$ cat config.mk
export PLATFORM = sky130hd
export DESIGN_NAME = ctrl_decode_stage
export DESIGN_NICKNAME = d
export VERILOG_FILES = /design/src/rtl/ctrl_pkg.sv /design/src/rtl/ctrl_decode_stage_cond_check.sv /design/src/rtl/ctrl_decode_stage.sv
export SDC_FILE = /design/constraint.sdc
export NUM_CORES = 1
export LEC_CHECK = 0
export ABC_AREA = 1
export CORE_MARGIN = 2
export CORE_UTILIZATION = 49
export DETAILED_ROUTE_END_ITERATION = 6
export GPL_TIMING_DRIVEN = 0
export PLACE_DENSITY_LB_ADDON = 0.1
export SYNTH_ARGS = -nofsm -noshare
export SYNTH_HDL_FRONTEND = slang
export SYNTH_SLANG_ARGS = --single-unit
$ cat constraint.sdc
create_clock -name clk -period 2.15 [get_ports clk]
set_input_delay 0.3225 -clock clk [delete_from_list [all_inputs] [get_ports clk]]
set_output_delay 0.3225 -clock clk [all_outputs]
set_load 0.02 [all_outputs]
$ cat src/rtl/ctrl_pkg.sv
// Shared encodings and the decode table for the ID/EX control stage.
package ctrl_pkg;

    typedef enum logic [1:0] {
        MODE_ALU = 2'b00,
        MODE_MEM = 2'b01,
        MODE_BR  = 2'b10,
        MODE_MUL = 2'b11
    } mode_e;

    localparam logic [3:0] OP_AND = 4'b0000, OP_EOR = 4'b0001, OP_SUB = 4'b0010,
                           OP_ADD = 4'b0100, OP_ADC = 4'b0101, OP_SBC = 4'b0110,
                           OP_TST = 4'b1000, OP_CMP = 4'b1010, OP_ORR = 4'b1100,
                           OP_MOV = 4'b1101, OP_MVN = 4'b1111;

    localparam logic [3:0] CMD_NOP = 4'b0000, CMD_MOV = 4'b0001, CMD_ADD = 4'b0010,
                           CMD_ADC = 4'b0011, CMD_SUB = 4'b0100, CMD_SBC = 4'b0101,
                           CMD_AND = 4'b0110, CMD_ORR = 4'b0111, CMD_EOR = 4'b1000,
                           CMD_MVN = 4'b1001, CMD_MUL = 4'b1010;

    localparam logic [3:0] COND_EQ = 4'h0, COND_NE = 4'h1, COND_CS = 4'h2, COND_CC = 4'h3,
                           COND_MI = 4'h4, COND_PL = 4'h5, COND_VS = 4'h6, COND_VC = 4'h7,
                           COND_HI = 4'h8, COND_LS = 4'h9, COND_GE = 4'hA, COND_LT = 4'hB,
                           COND_GT = 4'hC, COND_LE = 4'hD, COND_AL = 4'hE, COND_NV = 4'hF;

    typedef struct packed {
        logic       valid;
        logic [3:0] cmd;
        logic       mem_read;
        logic       mem_write;
        logic       wb_en;
        logic       b;
        logic       update_sr;
    } ctrl_t;

    typedef struct packed {
        ctrl_t ctrl;
        logic  illegal;
        logic  is_mul;
    } dec_t;

    // MUL leaves wb_en clear; the stage raises it in the final MUL cycle.
    function automatic dec_t decode(input mode_e mode, input logic [3:0] op, input logic s);
        dec_t d;
        d = '0;
        d.ctrl.valid = 1'b1;
        case (mode)
            MODE_ALU: begin
                d.ctrl.update_sr = s;
                d.ctrl.wb_en     = 1'b1;
                case (op)
                    OP_MOV: d.ctrl.cmd = CMD_MOV;
                    OP_MVN: d.ctrl.cmd = CMD_MVN;
                    OP_ADD: d.ctrl.cmd = CMD_ADD;
                    OP_ADC: d.ctrl.cmd = CMD_ADC;
                    OP_SUB: d.ctrl.cmd = CMD_SUB;
                    OP_SBC: d.ctrl.cmd = CMD_SBC;
                    OP_AND: d.ctrl.cmd = CMD_AND;
                    OP_ORR: d.ctrl.cmd = CMD_ORR;
                    OP_EOR: d.ctrl.cmd = CMD_EOR;
                    OP_CMP, OP_TST: begin
                        d.ctrl.cmd       = (op == OP_CMP) ? CMD_SUB : CMD_AND;
                        d.ctrl.wb_en     = 1'b0;
                        d.ctrl.update_sr = 1'b1;
                    end
                    default: begin
                        d.ctrl    = '0;
                        d.illegal = 1'b1;
                    end
                endcase
            end
            MODE_MEM: begin
                d.ctrl.cmd       = CMD_ADD;
                d.ctrl.mem_read  = s;
                d.ctrl.mem_write = !s;
                d.ctrl.wb_en     = s;
            end
            MODE_BR: d.ctrl.b = 1'b1;
            MODE_MUL: begin
                d.ctrl.cmd       = CMD_MUL;
                d.ctrl.update_sr = s;
                d.is_mul         = 1'b1;
            end
        endcase
        return d;
    endfunction

endpackage

$ cat src/rtl/ctrl_decode_stage_cond_check.sv
// ARM condition-code evaluation against the sampled NZCV flags.
module cond_check
    import ctrl_pkg::*;
(
    input  logic [3:0] cond_i,
    input  logic [3:0] nzcv_i,
    output logic       pass_o
);
    logic n, z, c, v;
    assign {n, z, c, v} = nzcv_i;

    always_comb begin
        pass_o = 1'b0;
        case (cond_i)
            COND_EQ: pass_o = z;
            COND_NE: pass_o = !z;
            COND_CS: pass_o = c;
            COND_CC: pass_o = !c;
            COND_MI: pass_o = n;
            COND_PL: pass_o = !n;
            COND_VS: pass_o = v;
            COND_VC: pass_o = !v;
            COND_HI: pass_o = c && !z;
            COND_LS: pass_o = !c || z;
            COND_GE: pass_o = (n == v);
            COND_LT: pass_o = (n != v);
            COND_GT: pass_o = !z && (n == v);
            COND_LE: pass_o = z || (n != v);
            COND_AL: pass_o = 1'b1;
            default: pass_o = 1'b0;
        endcase
    end
endmodule

$ cat src/rtl/ctrl_decode_stage.sv
// ID/EX control register: decode, condition gating, stall/flush and MUL occupancy.
module ctrl_decode_stage
    import ctrl_pkg::*;
#(
    parameter int CMD_W      = 4,
    parameter int MUL_CYCLES = 3,
    parameter int COND_EN    = 1
) (
    input  logic             clk,
    input  logic             rst,
    input  logic             valid_i,
    input  logic [1:0]       mode_i,
    input  logic [3:0]       op_code_i,
    input  logic             s_i,
    input  logic [3:0]       cond_i,
    input  logic [3:0]       nzcv_i,
    input  logic             stall_i,
    input  logic             flush_i,
    output logic             valid_o,
    output logic [CMD_W-1:0] exe_cmd_o,
    output logic             mem_read_o,
    output logic             mem_write_o,
    output logic             wb_en_o,
    output logic             b_o,
    output logic             update_sr_o,
    output logic             busy_o,
    output logic             illegal_o
);
    localparam int CNT_W = (MUL_CYCLES > 1) ? $clog2(MUL_CYCLES) : 1;

    ctrl_t            ctrl_q, ctrl_d;
    logic [CNT_W-1:0] cnt_q, cnt_d;
    logic             illegal_q, illegal_d;
    logic             cond_pass, pass;
    dec_t             dec;

    cond_check u_cond (
        .cond_i (cond_i),
        .nzcv_i (nzcv_i),
        .pass_o (cond_pass)
    );

    assign pass = (COND_EN == 0) ? 1'b1 : cond_pass;
    assign dec  = decode(mode_e'(mode_i), op_code_i, s_i);

    always_comb begin
        ctrl_d    = ctrl_q;
        cnt_d     = cnt_q;
        illegal_d = 1'b0;
        if (flush_i) begin
            ctrl_d = '0;
            cnt_d  = '0;
        end else if (stall_i) begin
            ctrl_d = ctrl_q;
        end else if (cnt_q != '0) begin
            // Write-back fires only in the cycle the count lands on zero.
            cnt_d = cnt_q - 1'b1;
            if (cnt_q == CNT_W'(1)) ctrl_d.wb_en = 1'b1;
        end else begin
            ctrl_d = '0;
            cnt_d  = '0;
            if (valid_i) begin
                illegal_d = dec.illegal;
                if (pass && !dec.illegal) begin
                    ctrl_d = dec.ctrl;
                    if (dec.is_mul) begin
                        cnt_d        = CNT_W'(MUL_CYCLES - 1);
                        ctrl_d.wb_en = (MUL_CYCLES == 1);
                    end
                end
            end
        end
    end

    always_ff @(posedge clk) begin
        if (rst) begin
            ctrl_q    <= '0;
            cnt_q     <= '0;
            illegal_q <= 1'b0;
        end else begin
            ctrl_q    <= ctrl_d;
            cnt_q     <= cnt_d;
            illegal_q <= illegal_d;
        end
    end

    assign valid_o     = ctrl_q.valid;
    assign exe_cmd_o   = CMD_W'(ctrl_q.cmd);
    assign mem_read_o  = ctrl_q.mem_read;
    assign mem_write_o = ctrl_q.mem_write;
    assign wb_en_o     = ctrl_q.wb_en;
    assign b_o         = ctrl_q.b;
    assign update_sr_o = ctrl_q.update_sr;
    assign busy_o      = (cnt_q != '0);
    assign illegal_o   = illegal_q;
endmodule

==> impl_results.md <==
* Worst Path Arrival at 1440 ps
* Register clock-pin slew on the reported worst setup and hold paths at 80 ps
* Post-DP HPWL at 2020 µm
* Post-synthesis mux area share at 0%
* Boundary Pins at 32
* R2R depth at 6
* FMAX at 567 MHz
* CTS max path bufs at 2
* Clock Latency Late Sink at 270 ps
* VDD IR max at 300 µV
* R2r setup slk at 690 ps
* Initial core utilization at 51.7%
* Reg power frac at 43.1%
* DRC at 0
* Port bufs at 30
* Relative slew slack at 73.2%
* Aggregate global routing overflow at 0
* Sw Share at 31.2%
* Nets at 224
* Final setup fails at 0
* CTS resizes at 0
* Clk sink count at 13
* WP data required at 1830 ps
* CTS tree: yes
* Initial antenna violation count at 0
* Wire per inst at 11.4 µm
* DR vias/cell at 5.23
* Setup tns final at 0 ps
* CP max-delay cell: clkdlybuf4s50_1
* Drt total wl at 2560 µm
* Postcts setup bufs at 0
* Reg2reg end: valid_o
* Post-Synth XOR/XNOR Area at 0%
* Syn Nets at 189
* Setup crit end kind: primary output
* Crit-path cells: or2_2 > clkdlybuf4s50_1
* Final Slew Violations at 0
* Layout cells sized above 1 at 6.57%
* Sequential-to-total area share from yosys stat at 25.9%
* WS Path Type: reg2out
* Crit. path cell count at 2
* Worst Clk Skew at 3.79 ps
* Fin crit share at 82.1%
* Switching Power at 0.000177 W
* Combinational family with the most area after synthesis: simple AND/OR/NAND/NOR gates
* Post-synthesis area per instance at 6.12 µm²
* Vias in the first global route at 1,116
* Syn-to-layout area delta at 35.9%
* H-tree levels at 1
* Gate power share at 30.0%
* Placer Congestion at 0.908
* Synthesized cell area at 0.00100 mm²
* Crit path time final at 1760 ps
* Root buffer cell: clkbuf_4
* Worst reg2reg startpoint: cnt_q[0]
* DRT iter0 DRCs at 47
* Area share of the largest cell type after synthesis at 25.9%
* Top delay family on crit path: buffers and inverters
* Critical Path Fanout Max at 3
* Multi-input gate area at 618 µm²
* Fin. Hold Viols at 0
* Hold Buf Count CTS at 0
* Layout fillers at 170
* RSZ-0062 raised after global routing: no
* Int Power at 0.000390 W
* Compound-Gate Fraction of Synth Area at 14.0%
* Synthesis Warnings at 0
* PnR worst setup slack at 386 ps
* GRT Overall Usage at 23.1%
* Worst path max stage delay at 540 ps
* DP Worst Slack at 179 ps
* Synth area leaders: dfxtp_1, nand2_1, nand3_1, a21oi_1, inv_1
* CP Buf/Inv Count at 1
* Router iterations before antenna repair at 4
* Crit path from: cnt_q[0]
* Fin util at 70.2%
* Maxcap violations at 0
* Die ar. at 0.00243 mm²
* Hold Crit Class: reg2reg
* First-pass GRT wire length at 4550 µm
* Least-Margin Pin Slew at 402 ps
* Pwr dens at 416 mW/mm²
* Synth area leader: dfxtp_1
* Vias at 1,176
* CTS Buf Count at 3
* Core Area at 0.00194 mm²
* CP Capture Point: busy_o
* Final ANT Viol Nets at 0
* Die width at 49.3 µm
* Simple-gate share of the synthesized area at 41.4%
* Status: complete, no violations
* Crit path launch type: flop
* Yosys cell types at 23
* Sequential Area at 260 µm²
* Die span in y at 49.3 µm
* Leakage at 0.594 nW
* Synth Register Bits at 13
* Cells after Synth at 164
* Adder-Cell Fraction of Synth Area at 6.23%
* Largest net degree at the start of global routing at 11
* Clock power frac at 26.9%
* Antenna Cells at 0
* Row cnt at 16
==> flip-flops by register name, indices dropped and copies added, names as in the netlist <==
register     count
b_o              1
mem_write_o      1
wb_en_o          1
valid_o          1
exe_cmd_o        4
illegal_o        1
cnt_q            2
mem_read_o       1
update_sr_o      1
==> final cells by class <==
cell class	instances	share of cell area (%)
buffer	5	3.12
sequential	13	19.1
inverter	22	6.06
clock buffer	4	1.93
tap	27	2.48
timing repair buffer	30	22.0
multi-input combinational	124	45.3
==> tightest hold or removal path, delay by kind of cell (launching register included) <==
kind / cells / cell delay [ps]
AO/OA/AOI/OAI: 1 / 50
flip-flops: 1 / 320
AND/OR/NAND/NOR: 1 / 60
==> cells in the mapped netlist, drive strengths merged <==
cell type,number
clkbuf,1
a211oi,1
nor2,16
a21boi,1
clkinv,1
nand4,11
o21ai,7
nor3,1
nand3,17
inv,21
or2,2
dfxtp,13
nand3b,1
a21oi,15
nand2,45
o211ai,2
buf,4
ha,5
==> power by group through the flow <==
stage,sequential (W),clock (W),combinational (W)
after floorplan,0.000252,0,0.0000983
after global placement,0.000250,0,0.000162
after detailed placement,0.000250,0,0.000167
after CTS,0.000245,0.000154,0.000169
after global routing,0.000245,0.000164,0.000190
final,0.000245,0.000152,0.000170
==> per-stage QoR <==
step / hold WS (ps) / instances / total power [W] / area [µm²]
after floorplan: 441 / 164 / 0.000351 / 1000
after global placement: 455 / 221 / 0.000412 / 1340
after detailed placement: 459 / 221 / 0.000417 / 1340
after CTS: 472 / 225 / 0.000568 / 1360
after global routing: 499 / 225 / 0.000599 / 1360
final: 467 / 225 / 0.000567 / 1360
==> cell usage in the layout (no fill, tap or decap), types with 2 or more instances in the layout <==
cell | Yosys | layout
o21ai_0 | 7 | 7
a21oi_1 | 15 | 15
dfxtp_1 | 13 | 13
nand2_2 | 2 | 2
nor2_1 | 15 | 15
ha_1 | 5 | 5
nand4_1 | 11 | 11
clkdlybuf4s50_1 | 0 | 30
clkbuf_1 | 1 | 2
inv_2 | 2 | 2
nand3_1 | 17 | 17
buf_6 | 3 | 3
o211ai_1 | 2 | 2
nand2_1 | 43 | 43
inv_1 | 19 | 19
clkbuf_4 | 0 | 3
==> layer usage <==
layer / track usage, % / up-vias / share of wire, %
li1: - / 609 / -
met1: 24.8 / 540 / 42
met2: 45.3 / 25 / 53
met3: 6.13 / 2 / 3.9
met4: 2.86 / 0 / 0.55
met5: 0 / - / 0
==> kinds of logic (layout without fill, tap and decap cells) <==
kind of cell,Yosys count,count (layout)
simple gates,93,93
buf+inv,27,61
compound gates,26,26
flops,13,13
fa+ha+maj,5,5
==> worst min path at each step <==
stage                 start           end  slack, ps  cells after the start
2_1_floorplan      cnt_q[0]      cnt_q[0]        440                      2
3_3_place_gp       cnt_q[0]      cnt_q[0]        450                      2
3_5_place_dp   exe_cmd_o[2]  exe_cmd_o[2]        460                      2
4_1_cts        exe_cmd_o[2]  exe_cmd_o[2]        470                      2
5_1_grt        exe_cmd_o[3]  exe_cmd_o[3]        500                      2
6_report       exe_cmd_o[2]  exe_cmd_o[2]        470                      2
Note: power is estimated with default switching activity, not from simulation.
